### src/rtl/sa_host_pkg.sv
// ============================================================================
// Module : sa_host_pkg
// Shared constants and state encodings for the systolic-array host controller.
// Rev    : 1.0
// ============================================================================
`default_nettype none

package sa_host_pkg;

    localparam int A_DEPTH = 64;
    localparam int B_DEPTH = 64;
    localparam int I_DEPTH = 4;
    localparam int O_DEPTH = 256;
    localparam int DW      = 16;
    localparam int IW      = 5;
    localparam int RD_LAT  = 2;

    localparam int AW_A  = $clog2(A_DEPTH);
    localparam int AW_B  = $clog2(B_DEPTH);
    localparam int AW_I  = $clog2(I_DEPTH);
    localparam int AW_O  = $clog2(O_DEPTH);
    localparam int CNT_W = AW_A;

    typedef enum logic [2:0] {
        S_IDLE      = 3'd0,
        S_LOAD_A    = 3'd1,
        S_LOAD_B    = 3'd2,
        S_LOAD_I    = 3'd3,
        S_START     = 3'd4,
        S_WAIT_DONE = 3'd5,
        S_READ      = 3'd6
    } host_state_e;

    typedef enum logic [1:0] {
        FS_IDLE    = 2'd0,
        FS_RD_ADDR = 2'd1,
        FS_RD_WAIT = 2'd2,
        FS_RD_OUT  = 2'd3
    } fetch_state_e;

endpackage

`default_nettype wire

### src/rtl/sa_host_ctrl_if.sv
// ============================================================================
// Module : sa_host_ctrl_if
// Stream, memory-port and run-control bundle between host controller and system.
// Rev    : 1.0
// ============================================================================
`default_nettype none

interface sa_host_ctrl_if;
    import sa_host_pkg::*;

    logic            go;
    logic            busy;
    logic            seq_done;
    logic            s_valid;
    logic            s_ready;
    logic [DW-1:0]   s_data;
    logic            m_valid;
    logic            m_ready;
    logic [DW-1:0]   m_data;
    logic            m_last;
    logic [AW_A-1:0] addrA;
    logic            enA;
    logic [DW-1:0]   dataA;
    logic [AW_B-1:0] addrB;
    logic            enB;
    logic [DW-1:0]   dataB;
    logic [AW_I-1:0] addrI;
    logic            enI;
    logic [IW-1:0]   dataI;
    logic [AW_O-1:0] addrO;
    logic [DW-1:0]   dataO;
    logic            ap_start;
    logic            ap_done;

    modport master (
        input  go, s_valid, s_data, m_ready, dataO, ap_done,
        output busy, seq_done, s_ready, m_valid, m_data, m_last,
               addrA, enA, dataA, addrB, enB, dataB, addrI, enI, dataI,
               addrO, ap_start
    );

    modport slave (
        output go, s_valid, s_data, m_ready, dataO, ap_done,
        input  busy, seq_done, s_ready, m_valid, m_data, m_last,
               addrA, enA, dataA, addrB, enB, dataB, addrI, enI, dataI,
               addrO, ap_start
    );

endinterface

`default_nettype wire

### src/rtl/sa_out_fetch.sv
// ============================================================================
// Module : sa_out_fetch
// Walks the output memory through its fixed-latency read port into a result stream.
// Rev    : 1.0
// ============================================================================
`default_nettype none

module sa_out_fetch
    import sa_host_pkg::*;
#(
    parameter int LATENCY = RD_LAT
) (
    input  wire logic            clk,
    input  wire logic            rst,
    input  wire logic            fetch_start_i,
    output logic                 fetch_done_o,
    output logic [AW_O-1:0]      addrO_o,
    input  wire logic [DW-1:0]   dataO_i,
    output logic                 m_valid_o,
    input  wire logic            m_ready_i,
    output logic [DW-1:0]        m_data_o,
    output logic                 m_last_o
);

    localparam int LAT_W = (LATENCY > 1) ? $clog2(LATENCY) : 1;
    localparam logic [AW_O-1:0] LAST_IDX = AW_O'(O_DEPTH - 1);

    fetch_state_e    fstate_q, fstate_d;
    logic [AW_O-1:0] idx_q, idx_d;
    logic [AW_O-1:0] addr_q, addr_d;
    logic [LAT_W-1:0] lat_q, lat_d;
    logic [DW-1:0]   mdata_q, mdata_d;
    logic            mvalid_q, mvalid_d;
    logic            mlast_q, mlast_d;
    logic            done_q, done_d;

    always_ff @(posedge clk) begin
        if (rst) begin
            fstate_q <= FS_IDLE;
            idx_q    <= '0;
            addr_q   <= '0;
            lat_q    <= '0;
            mdata_q  <= '0;
            mvalid_q <= 1'b0;
            mlast_q  <= 1'b0;
            done_q   <= 1'b0;
        end else begin
            fstate_q <= fstate_d;
            idx_q    <= idx_d;
            addr_q   <= addr_d;
            lat_q    <= lat_d;
            mdata_q  <= mdata_d;
            mvalid_q <= mvalid_d;
            mlast_q  <= mlast_d;
            done_q   <= done_d;
        end
    end

    always_comb begin
        fstate_d = fstate_q;
        idx_d    = idx_q;
        addr_d   = addr_q;
        lat_d    = lat_q;
        mdata_d  = mdata_q;
        mvalid_d = mvalid_q;
        mlast_d  = mlast_q;
        done_d   = 1'b0;
        case (fstate_q)
            FS_IDLE: begin
                if (fetch_start_i) begin
                    idx_d    = '0;
                    fstate_d = FS_RD_ADDR;
                end
            end
            FS_RD_ADDR: begin
                addr_d   = idx_q;
                lat_d    = LAT_W'(LATENCY - 1);
                fstate_d = FS_RD_WAIT;
            end
            FS_RD_WAIT: begin
                // Capture lands LATENCY edges after the address register updated.
                if (lat_q == '0) begin
                    mdata_d  = dataO_i;
                    mvalid_d = 1'b1;
                    mlast_d  = (idx_q == LAST_IDX);
                    fstate_d = FS_RD_OUT;
                end else begin
                    lat_d = lat_q - LAT_W'(1);
                end
            end
            FS_RD_OUT: begin
                if (m_ready_i) begin
                    mvalid_d = 1'b0;
                    mlast_d  = 1'b0;
                    if (idx_q == LAST_IDX) begin
                        done_d   = 1'b1;
                        fstate_d = FS_IDLE;
                    end else begin
                        idx_d    = idx_q + AW_O'(1);
                        fstate_d = FS_RD_ADDR;
                    end
                end
            end
            default: fstate_d = FS_IDLE;
        endcase
    end

    assign fetch_done_o = done_q;
    assign addrO_o      = addr_q;
    assign m_valid_o    = mvalid_q;
    assign m_data_o     = mdata_q;
    assign m_last_o     = mlast_q;

endmodule

`default_nettype wire

### src/rtl/sa_host_ctrl.sv
// ============================================================================
// Module : sa_host_ctrl
// Loads A/B/instruction memories from a word stream, runs the array, streams results.
// Rev    : 1.0
// ============================================================================
`default_nettype none

module sa_host_ctrl
    import sa_host_pkg::*;
(
    input  wire logic      clk,
    input  wire logic      rst,
    sa_host_ctrl_if.master bus
);

    host_state_e     state_q, state_d;
    logic [CNT_W-1:0] cnt_q, cnt_d;
    logic            s_ready_q, s_ready_d;
    logic            busy_q, busy_d;
    logic [AW_A-1:0] addrA_q, addrA_d;
    logic [DW-1:0]   dataA_q, dataA_d;
    logic            enA_q, enA_d;
    logic [AW_B-1:0] addrB_q, addrB_d;
    logic [DW-1:0]   dataB_q, dataB_d;
    logic            enB_q, enB_d;
    logic [AW_I-1:0] addrI_q, addrI_d;
    logic [IW-1:0]   dataI_q, dataI_d;
    logic            enI_q, enI_d;
    logic            ap_start_q, ap_start_d;

    logic            w_hs;
    logic            w_fetch_start;
    logic            w_fetch_done;

    always_ff @(posedge clk) begin
        if (rst) begin
            state_q    <= S_IDLE;
            cnt_q      <= '0;
            s_ready_q  <= 1'b0;
            busy_q     <= 1'b0;
            addrA_q    <= '0;
            dataA_q    <= '0;
            enA_q      <= 1'b0;
            addrB_q    <= '0;
            dataB_q    <= '0;
            enB_q      <= 1'b0;
            addrI_q    <= '0;
            dataI_q    <= '0;
            enI_q      <= 1'b0;
            ap_start_q <= 1'b0;
        end else begin
            state_q    <= state_d;
            cnt_q      <= cnt_d;
            s_ready_q  <= s_ready_d;
            busy_q     <= busy_d;
            addrA_q    <= addrA_d;
            dataA_q    <= dataA_d;
            enA_q      <= enA_d;
            addrB_q    <= addrB_d;
            dataB_q    <= dataB_d;
            enB_q      <= enB_d;
            addrI_q    <= addrI_d;
            dataI_q    <= dataI_d;
            enI_q      <= enI_d;
            ap_start_q <= ap_start_d;
        end
    end

    assign w_hs = s_ready_q & bus.s_valid;

    always_comb begin
        state_d       = state_q;
        cnt_d         = cnt_q;
        addrA_d       = addrA_q;
        dataA_d       = dataA_q;
        enA_d         = 1'b0;
        addrB_d       = addrB_q;
        dataB_d       = dataB_q;
        enB_d         = 1'b0;
        addrI_d       = addrI_q;
        dataI_d       = dataI_q;
        enI_d         = 1'b0;
        ap_start_d    = 1'b0;
        w_fetch_start = 1'b0;
        case (state_q)
            S_IDLE: begin
                if (bus.go) begin
                    cnt_d   = '0;
                    state_d = S_LOAD_A;
                end
            end
            S_LOAD_A: begin
                if (w_hs) begin
                    addrA_d = cnt_q[AW_A-1:0];
                    dataA_d = bus.s_data;
                    enA_d   = 1'b1;
                    if (cnt_q == CNT_W'(A_DEPTH - 1)) begin
                        cnt_d   = '0;
                        state_d = S_LOAD_B;
                    end else begin
                        cnt_d = cnt_q + CNT_W'(1);
                    end
                end
            end
            S_LOAD_B: begin
                if (w_hs) begin
                    addrB_d = cnt_q[AW_B-1:0];
                    dataB_d = bus.s_data;
                    enB_d   = 1'b1;
                    if (cnt_q == CNT_W'(B_DEPTH - 1)) begin
                        cnt_d   = '0;
                        state_d = S_LOAD_I;
                    end else begin
                        cnt_d = cnt_q + CNT_W'(1);
                    end
                end
            end
            S_LOAD_I: begin
                if (w_hs) begin
                    addrI_d = cnt_q[AW_I-1:0];
                    dataI_d = bus.s_data[IW-1:0];
                    enI_d   = 1'b1;
                    if (cnt_q == CNT_W'(I_DEPTH - 1)) begin
                        cnt_d   = '0;
                        state_d = S_START;
                    end else begin
                        cnt_d = cnt_q + CNT_W'(1);
                    end
                end
            end
            S_START: begin
                ap_start_d = 1'b1;
                state_d    = S_WAIT_DONE;
            end
            S_WAIT_DONE: begin
                // ap_done is only trusted once the start pulse has dropped.
                if (!ap_start_q && bus.ap_done) begin
                    w_fetch_start = 1'b1;
                    state_d       = S_READ;
                end
            end
            S_READ: begin
                if (w_fetch_done) begin
                    state_d = S_IDLE;
                end
            end
            default: state_d = S_IDLE;
        endcase
        s_ready_d = (state_d == S_LOAD_A) || (state_d == S_LOAD_B) || (state_d == S_LOAD_I);
        busy_d    = (state_d != S_IDLE);
    end

    sa_out_fetch #(
        .LATENCY (RD_LAT)
    ) u_fetch (
        .clk           (clk),
        .rst           (rst),
        .fetch_start_i (w_fetch_start),
        .fetch_done_o  (w_fetch_done),
        .addrO_o       (bus.addrO),
        .dataO_i       (bus.dataO),
        .m_valid_o     (bus.m_valid),
        .m_ready_i     (bus.m_ready),
        .m_data_o      (bus.m_data),
        .m_last_o      (bus.m_last)
    );

    assign bus.busy     = busy_q;
    assign bus.seq_done = w_fetch_done;
    assign bus.s_ready  = s_ready_q;
    assign bus.addrA    = addrA_q;
    assign bus.dataA    = dataA_q;
    assign bus.enA      = enA_q;
    assign bus.addrB    = addrB_q;
    assign bus.dataB    = dataB_q;
    assign bus.enB      = enB_q;
    assign bus.addrI    = addrI_q;
    assign bus.dataI    = dataI_q;
    assign bus.enI      = enI_q;
    assign bus.ap_start = ap_start_q;

endmodule

`default_nettype wire

### src/flat_wrapper.sv
// flat-port wrapper written by rule: the top's interface ports become plain ports
module sa_host_ctrl_flat import sa_host_pkg::*;
  (clk, rst, bus_go, bus_s_valid, bus_s_data, bus_m_ready, bus_dataO, bus_ap_done, bus_busy, bus_seq_done, bus_s_ready, bus_m_valid, bus_m_data, bus_m_last, bus_addrA, bus_enA, bus_dataA, bus_addrB, bus_enB, bus_dataB, bus_addrI, bus_enI, bus_dataI, bus_addrO, bus_ap_start);
  sa_host_ctrl_if bus_i ();
  input  wire logic clk;
  input  wire logic rst;
  input wire logic [$bits(bus_i.go)-1:0] bus_go;
  input wire logic [$bits(bus_i.s_valid)-1:0] bus_s_valid;
  input wire logic [$bits(bus_i.s_data)-1:0] bus_s_data;
  input wire logic [$bits(bus_i.m_ready)-1:0] bus_m_ready;
  input wire logic [$bits(bus_i.dataO)-1:0] bus_dataO;
  input wire logic [$bits(bus_i.ap_done)-1:0] bus_ap_done;
  output wire logic [$bits(bus_i.busy)-1:0] bus_busy;
  output wire logic [$bits(bus_i.seq_done)-1:0] bus_seq_done;
  output wire logic [$bits(bus_i.s_ready)-1:0] bus_s_ready;
  output wire logic [$bits(bus_i.m_valid)-1:0] bus_m_valid;
  output wire logic [$bits(bus_i.m_data)-1:0] bus_m_data;
  output wire logic [$bits(bus_i.m_last)-1:0] bus_m_last;
  output wire logic [$bits(bus_i.addrA)-1:0] bus_addrA;
  output wire logic [$bits(bus_i.enA)-1:0] bus_enA;
  output wire logic [$bits(bus_i.dataA)-1:0] bus_dataA;
  output wire logic [$bits(bus_i.addrB)-1:0] bus_addrB;
  output wire logic [$bits(bus_i.enB)-1:0] bus_enB;
  output wire logic [$bits(bus_i.dataB)-1:0] bus_dataB;
  output wire logic [$bits(bus_i.addrI)-1:0] bus_addrI;
  output wire logic [$bits(bus_i.enI)-1:0] bus_enI;
  output wire logic [$bits(bus_i.dataI)-1:0] bus_dataI;
  output wire logic [$bits(bus_i.addrO)-1:0] bus_addrO;
  output wire logic [$bits(bus_i.ap_start)-1:0] bus_ap_start;
  assign bus_i.go = bus_go;
  assign bus_i.s_valid = bus_s_valid;
  assign bus_i.s_data = bus_s_data;
  assign bus_i.m_ready = bus_m_ready;
  assign bus_i.dataO = bus_dataO;
  assign bus_i.ap_done = bus_ap_done;
  assign bus_busy = bus_i.busy;
  assign bus_seq_done = bus_i.seq_done;
  assign bus_s_ready = bus_i.s_ready;
  assign bus_m_valid = bus_i.m_valid;
  assign bus_m_data = bus_i.m_data;
  assign bus_m_last = bus_i.m_last;
  assign bus_addrA = bus_i.addrA;
  assign bus_enA = bus_i.enA;
  assign bus_dataA = bus_i.dataA;
  assign bus_addrB = bus_i.addrB;
  assign bus_enB = bus_i.enB;
  assign bus_dataB = bus_i.dataB;
  assign bus_addrI = bus_i.addrI;
  assign bus_enI = bus_i.enI;
  assign bus_dataI = bus_i.dataI;
  assign bus_addrO = bus_i.addrO;
  assign bus_ap_start = bus_i.ap_start;
  sa_host_ctrl u_core (.clk(clk), .rst(rst), .bus(bus_i));
endmodule
### config.mk
export PLATFORM = sky130hd
export DESIGN_NAME = sa_host_ctrl_flat
export DESIGN_NICKNAME = d
export VERILOG_FILES = /design/src/rtl/sa_host_pkg.sv /design/src/rtl/sa_host_ctrl_if.sv /design/src/rtl/sa_out_fetch.sv /design/src/rtl/sa_host_ctrl.sv /design/src/flat_wrapper.sv
export SDC_FILE = /design/constraint.sdc
export NUM_CORES = 1
export LEC_CHECK = 0
export ABC_AREA = 1
export CORE_MARGIN = 5
export CORE_UTILIZATION = 45
export DETAILED_ROUTE_END_ITERATION = 8
export PLACE_DENSITY = 0.77
export SLEW_MARGIN = 10
export SYNTH_ARGS = -nofsm -noshare
export SYNTH_HDL_FRONTEND = slang
export SYNTH_SLANG_ARGS = --single-unit
### constraint.sdc
create_clock -name clk -period 2.17 [get_ports clk]
set_input_delay 0.217 -clock clk [delete_from_list [all_inputs] [get_ports clk]]
set_output_delay 0.217 -clock clk [all_outputs]
set_load 0.005 [all_outputs]
# Word level (Yosys, flattened, before mapping)

Index checks and enable logic that the tools add are counted.

Register bits after elaboration: 104
Bits in latches: 0
Bits in writable memories: 0
Bits in read-only memories: 0
Input bits: 38
Output and inout port bits: 84
Word-level logic and storage cells: 115
Memories kept: 0

Add/subtract/negate cells: 3
$mul: 0
Divide/modulo/power cells: 0
Order comparisons: 0
Equality and inequality tests: 22
Shift-type cells: 0
Muxes and demuxes: 37
Bitwise gates (word level): 7
Reduce and logical (&&, ||, !) cells: 24

Operator list:

| cell                | count |
|---|---|
| $mux 6              | 5 |
| $mux 3              | 9 |
| $mux 8              | 3 |
| $pmux 3 s7          | 1 |
| $pmux 6 s3          | 1 |
| $pmux 8 s2          | 1 |
| $eq 3x2->1 const B  | 4 |
| $mux 1              | 10 |
| $ne 2x2->1 const B  | 5 |
| $eq 3x3->1 const B  | 3 |
| $add 8x1->8 const B | 1 |
| $eq 8x8->1 const B  | 1 |
| $pmux 2 s4          | 1 |
| $reduce_and 2->1    | 4 |
| $reduce_and 4->1    | 2 |
| $reduce_or 2->1     | 4 |
| $add 6x1->6 const B | 1 |
| $eq 3x1->1 const B  | 2 |
| $eq 6x2->1 const B  | 1 |
| $eq 6x6->1 const B  | 1 |
| $mux 2              | 3 |
| $not 1->1           | 6 |
| $pmux 1 s2          | 3 |
| $reduce_and 3->1    | 2 |
| other kinds (13)    | 19 |

# Depth between registers and ports, before layout

Gate-level depths: netlist of run 1.

Word-level depth: 7
Mapped depth: 10
Mapped depth without buffers: 10

# By module

From an unflattened synthesis of run 1, not the netlist that was laid out.

Cell total of the unflattened synthesis: 558
Area total of the unflattened synthesis: 4192.8 µm²

Modules (own cells, without submodules):

| module       | times used | cells each | area each (µm²) | sequential area each (µm²) |
|---|---|---|---|---|
| sa_host_ctrl | 1          | 331        | 2560.0          | 1321.3 |
| sa_out_fetch | 1          | 227        | 1632.8          | 760.7 |

# Worst setup path before layout of run 1

OpenSTA, ideal clock, no wires.

Path type: flip-flop to flip-flop
From: register u_core.u_fetch.fstate_q[0]
To: register u_core.u_fetch.mdata_q[0] (netlist: u_core.u_fetch.m_data_o[0])
Setup time: 116 ps
Data arrival time: 1366 ps
Data required time: 2054 ps
Setup slack: 688 ps
Stages on the path, launching flop included: 9
Buffers on the path: 1
Period minus slack after synthesis: 1482 ps
Path through: dfxtp_1 -> inv_1 -> ha_1 -> inv_1 -> nor2_1 -> inv_1 -> buf_2 -> nor2_1 -> nor2_1

Word-level cells in the longest chain between the ends: 2

RTL lines:

| item                              | line               | RTL |
|---|---|---|
| start: declaration                | sa_out_fetch.sv:28 | `fetch_state_e fstate_q, fstate_d;` |
| start signal: assignment          | sa_out_fetch.sv:48 | `fstate_q <= fstate_d;` |
| $eq 2x2->1                        | sa_out_fetch.sv:68 | `case (fstate_q)` |
| $reduce_and 2->1 (no source line) | n/a                |  |
| end signal: assignment            | sa_out_fetch.sv:52 | `mdata_q <= mdata_d;` |
| end: declaration                  | sa_out_fetch.sv:32 | `logic [DW-1:0] mdata_q, mdata_d;` |

Every way passes these cells.
A chain may end at the register's enable or synchronous reset.

# Final worst setup path of run 1

From: register u_core.state_q[1]
To: register u_core.addrB_q[2] (netlist: u_core.bus.addrB[2])

Word-level cells in the longest chain between the ends: 2

RTL lines:

| item                              | line               | RTL |
|---|---|---|
| start: declaration                | sa_host_ctrl.sv:16 | `host_state_e state_q, state_d;` |
| start signal: assignment          | sa_host_ctrl.sv:52 | `state_q <= state_d;` |
| $eq 3x2->1                        | sa_host_ctrl.sv:85 | `case (state_q)` |
| $reduce_and 2->1 (no source line) | n/a                |  |
| end signal: assignment            | sa_host_ctrl.sv:59 | `addrB_q <= addrB_d;` |
| end: declaration                  | sa_host_ctrl.sv:23 | `logic [AW_B-1:0] addrB_q, addrB_d;` |

Every way passes these cells.

==> results.tsv, run 1 <==
stage	metric	value	unit
grt	pin count of the biggest net entering global routing	29	
clock_network	hold buffers post-CTS	0	
route	routed wl met3	794	um
route	TritonRoute pass-1 iters	5	
placement	pre-CTS setup slack	0.281	ns
worst_hold_path	worst hold stages	3	
synthesis	cell taking the most area after synthesis	dfxtp_1	
critical_path	Worst R2R End	u_core.bus.addrB[2]$_SDFFE_PP0P_	
route	DR WL/cell	14.0	um
timing	final hold vios	0	
die	starting density of the core	45.4	%
timing	Max Fclk	0.592	GHz
clock_network	Worst-path clk slew	0.10	ns
synthesis	number of distinct library cells after synthesis	29	
critical_path	crit path launch	u_core.state_q[1]$_SDFF_PP0_	
critical_path	Setup crit end	u_core.bus.addrB[2]$_SDFFE_PP0P_	
grt	Global Route Usage Sum	19.9	%
synthesis	Gate Count Post-Synth	548	
synthesis	dominant cells by area after synthesis	dfxtp_1, nor2_1, o21ai_0, nand2_1, a21oi_1	
critical_path	Worst EP arrival	1.96	ns
placement	DP Area	0.00544	sq mm
timing	Layout Skew	0.0107	ns
run_status	run status	finished, final reports clean	
critical_path	RR Startpoint	u_core.state_q[1]$_SDFF_PP0_	
timing	Period minus WS final	1.69	ns
final_layout	most common cell after layout, fill and taps aside	nor2_1	
critical_path	worst reg2reg setup slack	0.48	ns
timing	Worst Setup Slack, final	0.482	ns
grt	grt ovf	0	
placement	Port Buffers	121	
grt	initial antenna violation count	0	
clock_network	CTS sink cnt	104	
synthesis	Synthesized Nets	592	
clock_network	Root Buffer	clkbuf_8	
final_layout	register area	0.00208	sq mm
run	max-cap viol count	0	
clock_network	CTS tree	built	
final_layout	fillers	796	
synthesis	area of the mapped netlist	0.00413	sq mm
synthesis	Yosys top cell area share	50.4	%
route	Top Layer Used	met4	
critical_path	critical path endpoint category	flip-flop	
final_layout	synthesis-to-finish area growth	36.8	%
die	Die X	106	um
route	WL met1	4670	um
critical_path	worst setup path class	flip-flop to flip-flop	
synthesis	synthesized flop and latch total	104	
final_layout	Final Cell Area	0.00566	sq mm
placement	Final GP Congestion	0.825	
final_layout	Layout Utilization	62.1	%
pwr	VDD IR max	0.390	mV
final_layout	commonest cells after routing, fill and taps aside	nor2_1, clkdlybuf4s50_1, dfxtp_1	
route	metal2 WL	5300	um
route	antenna viol nets, final	0	
route	DR vias	3945	
timing	Slew @ Worst Pin	0.484	ns
route	routed vias/inst	5.04	
route	Routed WL	11000	um
timing	RSZ-0062 raised after global routing	false	
synthesis	mean post-synth cell area	7.54	sq um
pwr	Leak	2.26	nW
timing	Tcrit/Tclk final	77.8	%
die	height of the die	106	um
timing	Slew HR	67.7	%
timing	final setup TNS	0	ns
route	DRC	0	
pwr	cell area power density	799	mW/mm^2
final_layout	diodes inserted	0	
grt	first-pass GRT wire length	18500	um
final_layout	nets	711	
die	num rows	35	
timing	Final Setup Violations	0	
final_layout	layout cells sized above 1	7.89	%
worst_hold_path	Worst Hold Class	input port to flip-flop	
die	io pins	122	
timing	Final Slew Violations	0	
route	drt first-iter violations	134	
synthesis	post-synthesis sequential area ratio	50.4	%
clock_network	H-tree depth	3	
grt	number of global-route vias before repair	3967	
critical_path	crit-path max FO	28	
final_layout	area of the multi-input gates	0.00181	sq mm
clock_network	Max Root-Sink Buffers	2	
clock_network	Num CTS Buffers	9	
die	die area	0.0112	sq mm
die	core box area	0.00911	sq mm
clock_network	clk_lat worst skew	0.35	ns
clock_network	post-cts resize count	0	
critical_path	Reg2Reg Depth	6	
critical_path	CP Launch Type	flip-flop	
placement	DP Wirelength	8100	um
synthesis	Syn. warnings	0	
clock_network	# Post-CTS Setup Buffers	0	
critical_path	CP Data Required Time	2.45	ns
cells by family after synthesis:
| kind of cell | after synthesis | share of synthesized area (%) |
|---|---|---|
| and+or+nand+nor | 260 | 26.4 |
| AOI/OAI and AO/OA | 120 | 15.0 |
| buffers and inverters | 55 | 5.81 |
| adders and majority gates | 6 | 1.82 |
| xor gates and xnor gates | 3 | 0.636 |
| DFF | 104 | 50.4 |
stage by stage:
| stage | hold WS [ns] | total power [mW] | std cells |
|---|---|---|---|
| final | 0.435 | 4.52 | 783 |
| after global routing | 0.429 | 4.77 | 783 |
| after CTS | 0.424 | 4.55 | 783 |
| after detailed placement | 0.471 | 3.29 | 767 |
| after global placement | 0.461 | 3.25 | 767 |
| after floorplan | 0.286 | 2.73 | 548 |
flip-flops by register name (all words and copies together), names as in the netlist, 2 cells and up:
signal / count
u_core.u_fetch.idx_q: 8
u_core.bus.addrI: 2
u_core.u_fetch.fstate_q: 2
u_core.bus.dataB: 16
u_core.u_fetch.m_data_o: 16
u_core.cnt_q: 6
u_core.bus.addrB: 6
u_core.u_fetch.addrO_o: 8
u_core.bus.dataI: 5
u_core.bus.addrA: 6
u_core.state_q: 3
u_core.bus.dataA: 16
critical path, cell delays in order (launching register included):
cell	delay (ns)
dfxtp_1	0.44
nand2_1	0.13
nor2_2	0.16
nand2_4	0.17
inv_2	0.37
o21ai_0	0.16
a21oi_1	0.17
where the power goes:
group	switching, mW	internal, mW	leakage (nW)
combinational	0.505	0.517	1.31
clock	0.668	0.606	0.106
sequential	0.112	2.11	0.843
worst min-delay path by stage:
| stage | start | to | slack [ns] |
|---|---|---|---|
| global placement | u_core.u_fetch.m_valid_o$_SDFFE_PP0P_ | u_core.u_fetch.m_valid_o$_SDFFE_PP0P_ | 0.46 |
| finish | bus_m_ready | u_core.u_fetch.fetch_done_o$_SDFF_PP0_ | 0.43 |
| floorplan | rst | u_core.u_fetch.idx_q[5]$_SDFFE_PP0P_ | 0.29 |
| CTS | bus_m_ready | u_core.u_fetch.fetch_done_o$_SDFF_PP0_ | 0.42 |
| detailed placement | u_core.bus.dataB[15]$_SDFFE_PP0P_ | u_core.bus.dataB[15]$_SDFFE_PP0P_ | 0.47 |
| global route | bus_dataO[13] | u_core.u_fetch.m_data_o[13]$_SDFFE_PP0P_ | 0.43 |
cells in the mapped netlist:
| library cell | n |
|---|---|
| nor2_1 | 157 |
| dfxtp_1 | 104 |
| o21ai_0 | 67 |
| nand2_1 | 59 |
| a21oi_1 | 30 |
| inv_1 | 27 |
| o21ai_1 | 19 |
| nand3_1 | 15 |
| clkbuf_1 | 11 |
| inv_2 | 8 |
| nand2_2 | 7 |
| ha_1 | 6 |
| nor2_2 | 6 |
| nor3_1 | 6 |
| buf_4 | 4 |
| buf_2 | 3 |
| nand3_2 | 3 |
| buf_6 | 2 |
| nand2_4 | 2 |
| nand3b_1 | 2 |
| xor2_1 | 2 |
| a21oi_2 | 1 |
| a21oi_4 | 1 |
| nor3b_2 | 1 |
| nor4_1 | 1 |
| o211ai_1 | 1 |
| o21bai_1 | 1 |
| or2_1 | 1 |
| xnor2_1 | 1 |
per-layer routing:
metal | up-vias | global-route usage [%]
met5 | - | 0
met3 | 12 | 6.55
li1 | 1996 | -
met4 | 0 | 5.64
met1 | 1832 | 24.2
met2 | 105 | 33.7
area by class of cell:
| class | count | area share [%] |
|---|---|---|
| sequential | 104 | 36.8 |
| multi-input combinational | 389 | 32.0 |
| timing repair buffer | 128 | 22.6 |
| clock buffer | 11 | 2.68 |
| tap | 111 | 2.46 |
| inverter | 35 | 2.32 |
| clock inverter | 5 | 1.13 |
Note: power is estimated with default switching activity, not from simulation.
==> inputs of run 2 (changes only) <==
clock period = 1.7 ns   (was 2.17 ns; I/O delays follow)
==> results.tsv, run 2 (synthesis gave the netlist of run 1 again) <==
stage	metric	value	unit
timing	Slew @ Worst Pin	0.401	ns
pwr	Final Power	5.71	mW
route	routed vias/inst	4.97	
die	die area	0.0112	sq mm
placement	pre-CTS setup slack	0.108	ns
pwr	cell area power density	1010	mW/mm^2
critical_path	CP Data Required Time	1.99	ns
route	TritonRoute pass-1 iters	6	
die	starting density of the core	45.4	%
grt	number of global-route vias before repair	3923	
final_layout	commonest cells after routing, fill and taps aside	nor2_1, clkdlybuf4s50_1, dfxtp_1	
grt	initial antenna violation count	0	
die	io pins	122	
timing	RSZ-0062 raised after global routing	false	
final_layout	Final Cell Area	0.00568	sq mm
clock_network	Worst-path clk slew	0.10	ns
placement	Port Buffers	121	
timing	Final Slew Violations	0	
timing	Tcrit/Tclk final	90.4	%
clock_network	Max Root-Sink Buffers	2	
clock_network	Root Buffer	clkbuf_8	
die	core box area	0.00911	sq mm
critical_path	CP Launch Type	flip-flop	
route	antenna viol nets, final	0	
timing	Max Fclk	0.650	GHz
critical_path	Worst EP arrival	1.83	ns
final_layout	synthesis-to-finish area growth	37.4	%
final_layout	layout cells sized above 1	8.74	%
route	drt first-iter violations	151	
run	max-cap viol count	0	
run_status	run status	finished, final reports clean	
final_layout	nets	714	
critical_path	Slowest-stage cell, CP	dfxtp_1	
critical_path	crit-path leading delay family	simple AND/OR/NAND/NOR gates	
critical_path	worst setup path class	flip-flop to flip-flop	
pwr	Leak	2.27	nW
timing	Period minus WS final	1.54	ns
final_layout	non-filler cells in the finished layout	786	
timing	Worst Setup Slack, final	0.163	ns
placement	Final GP Congestion	0.824	
clock_network	Num CTS Buffers	9	
critical_path	max incr delay on CP	0.41	ns
placement	DP Wirelength	8180	um
critical_path	crit path launch	u_core.u_fetch.fstate_q[0]$_SDFFE_PP0P_	
timing	final setup TNS	0	ns
clock_network	CTS sink cnt	104	
worst_hold_path	Worst Hold Class	input port to flip-flop	
critical_path	Worst Path Buf+Inv	1	
grt	first-pass GRT wire length	18500	um
final_layout	fillers	806	
timing	final hold vios	0	
worst_hold_path	Hold Path Origin	bus_m_ready	
clock_network	clk_lat worst skew	0.36	ns
final_layout	most common cell after layout, fill and taps aside	nor2_1	
clock_network	# Post-CTS Setup Buffers	0	
critical_path	crit-path max FO	10	
grt	grt ovf	0	
critical_path	CP cell instances	ha_1, inv_2, nand2_1, nand2_2, nand2_2, nand2_1, a21oi_2	
die	num rows	35	
die	height of the die	106	um
final_layout	diodes inserted	0	
grt	Global Route Usage Sum	20.0	%
route	DRC	0	
final_layout	register area	0.00208	sq mm
timing	Final Setup Violations	0	
route	DR WL/cell	14.0	um
final_layout	Layout Utilization	62.3	%
clock_network	CTS tree	built	
critical_path	RR Startpoint	u_core.u_fetch.fstate_q[0]$_SDFFE_PP0P_	
placement	DP Area	0.00548	sq mm
route	DR vias	3908	
pwr	VDD IR max	0.580	mV
timing	WHS	0.385	ns
timing	Layout Skew	0.00709	ns
clock_network	H-tree depth	3	
timing	Slew HR	73.3	%
final_layout	area of the multi-input gates	0.00181	sq mm
grt	pin count of the biggest net entering global routing	45	
critical_path	critical path endpoint category	flip-flop	
route	Routed WL	11000	um
placement	dpl cells	770	
die	Die X	106	um
## run 2: routing by layer
| metal | global-route usage [%] | vias up | part of all wire, % |
|---|---|---|---|
| met5 | 0 | - | 0 |
| met4 | 6.11 | 0 | 1.5 |
| met3 | 5.21 | 14 | 6.4 |
| met2 | 33.5 | 101 | 47 |
| met1 | 25.2 | 1781 | 45 |
| li1 | - | 2012 | - |
## run 2: area by class of cell
| type | instances | share of cell area [%] |
|---|---|---|
| flip-flops and latches | 104 | 36.7 |
| multi-input cells | 389 | 31.9 |
| repair buffers | 131 | 23.1 |
| well taps | 111 | 2.45 |
| inverters | 35 | 2.31 |
| clock buffers | 9 | 2.18 |
| clock inverters | 7 | 1.37 |
## run 2: power breakdown
group / total, mW / internal [mW] / switching (mW)
Sequential: 2.84 / 2.70 / 0.146
Combinational: 1.31 / 0.660 / 0.652
Clock: 1.56 / 0.697 / 0.858
## run 2: repair_timing
action | 4_1_cts | 5_1_grt
gates resized for setup | 0 | 3
setup endpoints to repair | 0 | 21
endpoints found under the hold margin | 0 | 0
hold buffers | 0 | 0
## run 2: worst register-to-register path, delay by kind of cell (launching register included)
kind                       cells  cell delay (ns)
AOI/OAI and AO/OA              1             0.14
adders and majority gates      1             0.29
buffers and inverters          1             0.14
DFF                            1             0.41
and+or+nand+nor                4             0.50
## run 2: final timing paths
kind / end / slack (ns) / cells past startpoint
worst max-delay path: u_core.u_fetch.idx_q[6]$_SDFFE_PP0P_ / 0.16 / 7
worst min-delay path: u_core.u_fetch.fetch_done_o$_SDFF_PP0_ / 0.38 / 3
worst max register to register: u_core.u_fetch.idx_q[6]$_SDFFE_PP0P_ / 0.16 / 7
worst min register to register: u_core.bus.dataB[1]$_SDFFE_PP0P_ / 0.49 / 2
==> inputs of run 3 (changes only) <==
GPL_ROUTABILITY_DRIVEN = 0   (was default)
==> results of run 3 <==
The final DEF is identical to that of run 2; final timing and power are the same.
